==> config.mk <==
export PLATFORM = sky130hd
export DESIGN_NAME = mem_io_bridge
export DESIGN_NICKNAME = d
export VERILOG_FILES = /design/src/rtl/mem_io_bridge.sv
export SDC_FILE = /design/constraint.sdc
export NUM_CORES = 1
export LEC_CHECK = 0
export CELL_PAD_IN_SITES_DETAIL_PLACEMENT = 0
export CELL_PAD_IN_SITES_GLOBAL_PLACEMENT = 1
export CORE_MARGIN = 1.5
export CORE_UTILIZATION = 39
export DETAILED_ROUTE_END_ITERATION = 12
export GPL_TIMING_DRIVEN = 0
export PLACE_DENSITY_LB_ADDON = 0.3
export SETUP_SLACK_MARGIN = 0.05
export SYNTH_ARGS = -nofsm -noshare
export SYNTH_HDL_FRONTEND = slang
export SYNTH_SLANG_ARGS = --single-unit
==> constraint.sdc <==
create_clock -name Clk -period 8 [get_ports Clk]
set_input_delay 1.2 -clock Clk [delete_from_list [all_inputs] [get_ports Clk]]
set_output_delay 1.2 -clock Clk [all_outputs]
set_load 0.05 [all_outputs]
==> src/rtl/mem_io_bridge.sv <==
// Memory/IO bridge: turns a CPU req/ready access into timed SRAM strobes, or
// into a switch read / hex-display write when the single IO address is hit.
module mem_io_bridge #(
  parameter int DATA_W      = 16,
  parameter int ADDR_W      = 16,
  parameter int SW_W        = 10,
  parameter int HEX_DIGITS  = 4,
  parameter int WAIT_STATES = 2,
  parameter logic [ADDR_W-1:0] IO_ADDR = ADDR_W'(16'hFFFF)
) (
  input  logic                    Clk,
  input  logic                    Reset,
  input  logic                    Req,
  input  logic                    Wr,
  input  logic [ADDR_W-1:0]       Addr,
  input  logic [DATA_W-1:0]       Wdata,
  output logic [DATA_W-1:0]       Rdata,
  output logic                    Ready,
  output logic                    Busy,
  input  logic [SW_W-1:0]         SW,
  output logic [7*HEX_DIGITS-1:0] HEX,
  output logic [ADDR_W-1:0]       Mem_addr,
  output logic [DATA_W-1:0]       Mem_wdata,
  input  logic [DATA_W-1:0]       Mem_rdata,
  output logic                    Mem_OE_N,
  output logic                    Mem_WE_N
);

  localparam int CNT_W = (WAIT_STATES > 0) ? $clog2(WAIT_STATES + 1) : 1;
  localparam int HEX_W = 4 * HEX_DIGITS;

  typedef enum logic [1:0] {IDLE, IO, ACCESS, DONE} state_t;

  state_t             state_reg, state_next;
  logic [CNT_W-1:0]   cnt_reg, cnt_next;
  logic               wr_reg, wr_next;
  logic [HEX_W-1:0]   io_data_reg;
  logic [HEX_W-1:0]   hex_reg;
  logic               accept_io, accept_mem;
  logic               oe_n_next, we_n_next;

  always_comb begin
    state_next = state_reg;
    cnt_next   = cnt_reg;
    wr_next    = wr_reg;
    accept_io  = 1'b0;
    accept_mem = 1'b0;
    case (state_reg)
      IDLE: begin
        if (Req) begin
          wr_next = Wr;
          if (Addr == IO_ADDR) begin
            accept_io  = 1'b1;
            state_next = IO;
          end else begin
            accept_mem = 1'b1;
            state_next = ACCESS;
            cnt_next   = CNT_W'(WAIT_STATES);
          end
        end
      end
      IO:     state_next = DONE;
      ACCESS: begin
        if (cnt_reg == '0) state_next = DONE;
        else               cnt_next   = cnt_reg - 1'b1;
      end
      DONE:    state_next = IDLE;
      default: state_next = IDLE;
    endcase
    // Strobes are registered from the upcoming state so they track ACCESS exactly.
    oe_n_next = !((state_next == ACCESS) && !wr_next);
    we_n_next = !((state_next == ACCESS) &&  wr_next);
  end

  always_ff @(posedge Clk or posedge Reset) begin
    if (Reset) begin
      state_reg   <= IDLE;
      cnt_reg     <= '0;
      wr_reg      <= 1'b0;
      io_data_reg <= '0;
      hex_reg     <= '0;
      Rdata       <= '0;
      Ready       <= 1'b0;
      Busy        <= 1'b0;
      Mem_addr    <= '0;
      Mem_wdata   <= '0;
      Mem_OE_N    <= 1'b1;
      Mem_WE_N    <= 1'b1;
    end else begin
      state_reg <= state_next;
      cnt_reg   <= cnt_next;
      wr_reg    <= wr_next;
      Ready     <= (state_next == DONE);
      Busy      <= (state_next != IDLE);
      Mem_OE_N  <= oe_n_next;
      Mem_WE_N  <= we_n_next;
      if (accept_mem) begin
        Mem_addr  <= Addr;
        Mem_wdata <= Wdata;
      end
      if (accept_io)
        io_data_reg <= Wdata[HEX_W-1:0];
      if (state_reg == IO) begin
        if (wr_reg) hex_reg <= io_data_reg;
        else        Rdata   <= DATA_W'(SW);
      end
      // Read data is captured on the last strobed cycle, while OE is still low.
      if ((state_reg == ACCESS) && (cnt_reg == '0) && !wr_reg)
        Rdata <= Mem_rdata;
    end
  end

  function automatic logic [6:0] seg7(input logic [3:0] nib);
    logic [6:0] s;
    case (nib)
      4'h0: s = 7'b1000000;
      4'h1: s = 7'b1111001;
      4'h2: s = 7'b0100100;
      4'h3: s = 7'b0110000;
      4'h4: s = 7'b0011001;
      4'h5: s = 7'b0010010;
      4'h6: s = 7'b0000010;
      4'h7: s = 7'b1111000;
      4'h8: s = 7'b0000000;
      4'h9: s = 7'b0010000;
      4'hA: s = 7'b0001000;
      4'hB: s = 7'b0000011;
      4'hC: s = 7'b1000110;
      4'hD: s = 7'b0100001;
      4'hE: s = 7'b0000110;
      default: s = 7'b0001110;
    endcase
    return s;
  endfunction

  genvar gi;
  generate
    for (gi = 0; gi < HEX_DIGITS; gi++) begin : g_digit
      assign HEX[7*gi +: 7] = seg7(hex_reg[4*gi +: 4]);
    end
  endgenerate

endmodule
=== Yosys cells after proc, flatten, opt, wreduce, memory -nomap -nowiden ===
Memory sizes are Yosys's and may differ from the RTL's.
Index checks and enable logic that the tools add are counted.

* Word-level logic and storage cells: 62
* Memories kept: 4
* Input bits: 62
* Output and inout port bits: 80
* ROM bits: 448
* Flip-flop bits (word level): 89

{| class="wikitable"
|+ Memory list
! memory !! depth !! bits a word !! rd ports !! clocked after memory_dff !! wr ports !! line !! text
|-
| (name not given) || 16 || 7 || 1 || 0 || 0 || 115 || <nowiki>case (nib)</nowiki>
|-
| (name not given) || 16 || 7 || 1 || 0 || 0 || 115 ||
|-
| (name not given) || 16 || 7 || 1 || 0 || 0 || 115 ||
|-
| (name not given) || 16 || 7 || 1 || 0 || 0 || 115 ||
|}

* Add/subtract/negate cells: 1
* Equal/unequal tests: 10
* Mux-type cells: 19
* Reductions and logical operators: 16

{| class="wikitable"
|+ Operators by type and width
! cell !! number
|-
| $mux W16 || 3
|-
| $eq A16 B16 Y1 const B || 1
|-
| $mux W2 || 6
|-
| $eq A2 B2 Y1 const B || 4
|-
| $mux W1 || 8
|-
| $pmux W2 S4 || 1
|-
| $ne A2 B2 Y1 const B || 3
|-
| $reduce_bool A2 Y1 || 3
|-
| $logic_and A1 B1 Y1 || 4
|-
| $logic_not A1 Y1 || 4
|-
| $logic_not A2 Y1 || 2
|-
| $pmux W2 S2 || 1
|-
| $reduce_and A2 Y1 || 2
|-
| $reduce_and A4 Y1 || 1
|-
| $eq A2 B1 Y1 const B || 1
|-
| $ne A2 B1 Y1 const B || 1
|-
| $sub A2 B1 Y2 const B || 1
|}

=== Longest topological paths before layout ===
* Depth in word-level cells: 7
* Gate-level depth with buffers: 7

=== Worst setup path after synthesis ===
OpenSTA, ideal clock, no wires.

* Path type: reg2out
* Start point: register hex_reg[3]
* End point: output HEX[4]
* Data required time: 6.800 ns
* Slack: 4.808 ns
* Buffers on the path: 1
* Stages on the path, launching flop included: 5
* Arrival: 1.992 ns
* Cells stage by stage: dfrtp_1 > clkbuf_1 > nand2_1 > o21a_1 > o21ai_0

* Longest elaborated chain between the ends: 1

{| class="wikitable"
|+ RTL lines
! what !! line !! text
|-
| from (decl) || 38 || <nowiki>logic [HEX_W-1:0] hex_reg;</nowiki>
|-
| from (signal assigned) || 104 || <nowiki>if (wr_reg) hex_reg <= io_data_reg;</nowiki>
|-
| $mem_v2 Z16 W7 || -- ||
|-
| to (decl) || 21 || <nowiki>output logic [7*HEX_DIGITS-1:0] HEX,</nowiki>
|}

Every way passes these cells.

=== Final worst setup path ===
* Start point: register hex_reg[9]
* End point: output HEX[14]

The elaborated chain is that of the path after synthesis.

==> run metrics <==
post-synth cell types 37; CTS root buf clkbuf_16; Leakage 2.796 nW; Worst Hold Slack 487.5 ps; Final Cell Area 0.006449 sq mm; FP Rows 39; WL final 9819 um; Post-synth EDFFs 0; wire length per cell 14.48 um; worst reg2reg path depth 7; fin. max-slew vios 0; num ports 142; Worst EP required 6800 ps; Area Growth Syn to Fin 42.30%; Synth warnings 0; Worst-Skew Late Latency 330 ps; first-pass GRT wire length 16360 um; Period minus WS final 3826 ps; Die Span Y 110.8 um; Util after Layout 0.5672; flops & latches, synth 89; PD cells 338.8 mW/mm^2; worst-path fanout max 6; port buffer count 141; Final period util 0.4783; hold path depth 2; VDD IR max 0.2300 mV; Filler cells 1012; Final setup viols 0; FF-to-FF setup slack 5920 ps; first-pass detailed-route iteration total 4; critical path class reg -> out; Critical Path Sink Type output pin; clock slew at reported path FFs 60 ps; reg2reg end Rdata[5]; Post-DP Area 0.006152 sq mm; status finished clean; fin nets 622; DR iter-0 viols 150; pre-CTS setup slack 4523 ps; DRC viols 0; Syn Std Cell Area 0.004532 sq mm; Worst Max-Slew Pin Slew 579.6 ps; TritonCTS clock tree built; clk sinks 89; most common cell after layout, fill and taps aside clkdlybuf4s50_1; Diodes inserted 0; Avg Inst Size Synth 11.99 sq um; initial antenna violation count 0; Worst setup endpoint HEX[14]; DR vias 3356; largest net degree at the start of global routing 48; cells after synthesis 378; total CTS buffers 9; Overflow after GRT 0; final setup skew 3.214 ps; setup TNS 0 ps; hold crit path type reg -> reg; CP startpoint hex_reg[9]; fraction of layout cells with a size suffix above 1 0.1832; commonest cells after routing, fill and taps aside 141 x clkdlybuf4s50_1, 87 x dfrtp_1, 66 x mux2_2, 29 x ha_1; post-CTS setup buffer count 0; unrepaired setup endpoints after global routing false; ys async rst share 1.000; Max Buffers Root-to-Sink 2; CP arrival 2630 ps; gr usage total 0.1612; max_slew headroom 0.6124; top_reg_cell synth dfrtp_1; Final ANT Viol Nets 0; FF-to-FF Start state_reg[0]; Starting Density 0.3986; final hold violations 0; vias in the first global route 3393; max cap viols 0; hold_buf cts 0; Core Area 0.01137 sq mm; via/cell ratio 4.950; dpl hpwl 7514 um; die area 0.01228 sq mm; CTS H-tree depth 3; Die X 110.8 um; Syn Nets 469; worst setup margin 4174 ps; PostCTS Resize Cnt 0; crit start category flop; Peak Freq 261.3 MHz; post-synthesis sequential area ratio 0.4920; Final Wtd Congestion 0.8079
## per-stage QoR
step	total power (W)	std cells
floorplan	0.001405	378
CTS	0.002211	678
global placement	0.001762	662
global route	0.002301	678
finish	0.002185	678
detailed placement	0.001784	663
## where the power goes
part	internal, W	switching [W]
logic	0.000403	0.000692
clock network	0.000256	0.000162
registers	0.000594	0.0000762
## cell usage after synthesis, drive strengths merged (4+ instances only)
cell,instances,area share
a21oi,5,0.0055
a22o,14,0.027
a22oi,10,0.017
a32o,4,0.0088
and2,4,0.0055
buf,4,0.0041
clkbuf,14,0.014
dfrtp,87,0.48
ha,29,0.080
inv,19,0.016
mux2,66,0.16
mux2i,10,0.022
mux4,4,0.020
nand2,23,0.019
nand4,5,0.0069
nor2,21,0.017
nor2b,7,0.0097
o21ai,23,0.025
or3b,4,0.0077
## cell type report
type / count / area, sq um / share of cell area
repair buffers: 142 / 1439 / 0.2231
inverters: 19 / 73.82 / 0.01145
multi-input cells: 252 / 2150 / 0.3333
flip-flops and latches: 89 / 2230 / 0.3458
plain buffers: 18 / 81.33 / 0.01261
clock buffers: 12 / 256.5 / 0.03977
well taps: 143 / 178.9 / 0.02775
clock inverters: 3 / 40.04 / 0.006209
## cells by family after synthesis
logic type               Yosys count  share of synthesized area
AND/OR/NAND/NOR                   73                    0.08200
AO/OA/AOI/OAI                     70                     0.1063
multiplexers                      80                     0.2060
buffers and inverters             37                    0.03368
flip-flops                        89                     0.4920
adder cells (fa/ha/maj)           29                    0.08007
## worst max-delay path, stage by stage (launching register included)
cell	delay, ps
dfrtp_1	440
inv_1	150
ha_1	250
nor2b_1	90
or3b_2	470
o21ai_0	80
clkdlybuf4s50_1	820
## routing by layer
layer  GRT usage  share of wire
met1      0.2147           0.46
met2      0.2572           0.46
met3     0.04702          0.055
met4     0.04444          0.020
met5           0              0
## worst min path at each step
stage | end | startpoint
after CTS | Rdata[1] | Rdata[1]
after global placement | Rdata[9] | Rdata[9]
after detailed placement | Rdata[1] | Rdata[1]
after global routing | Rdata[14] | Rdata[14]
final | Rdata[1] | Rdata[1]
after floorplan | cnt_reg[0] | cnt_reg[0]
(Power assumes the default switching activity.)
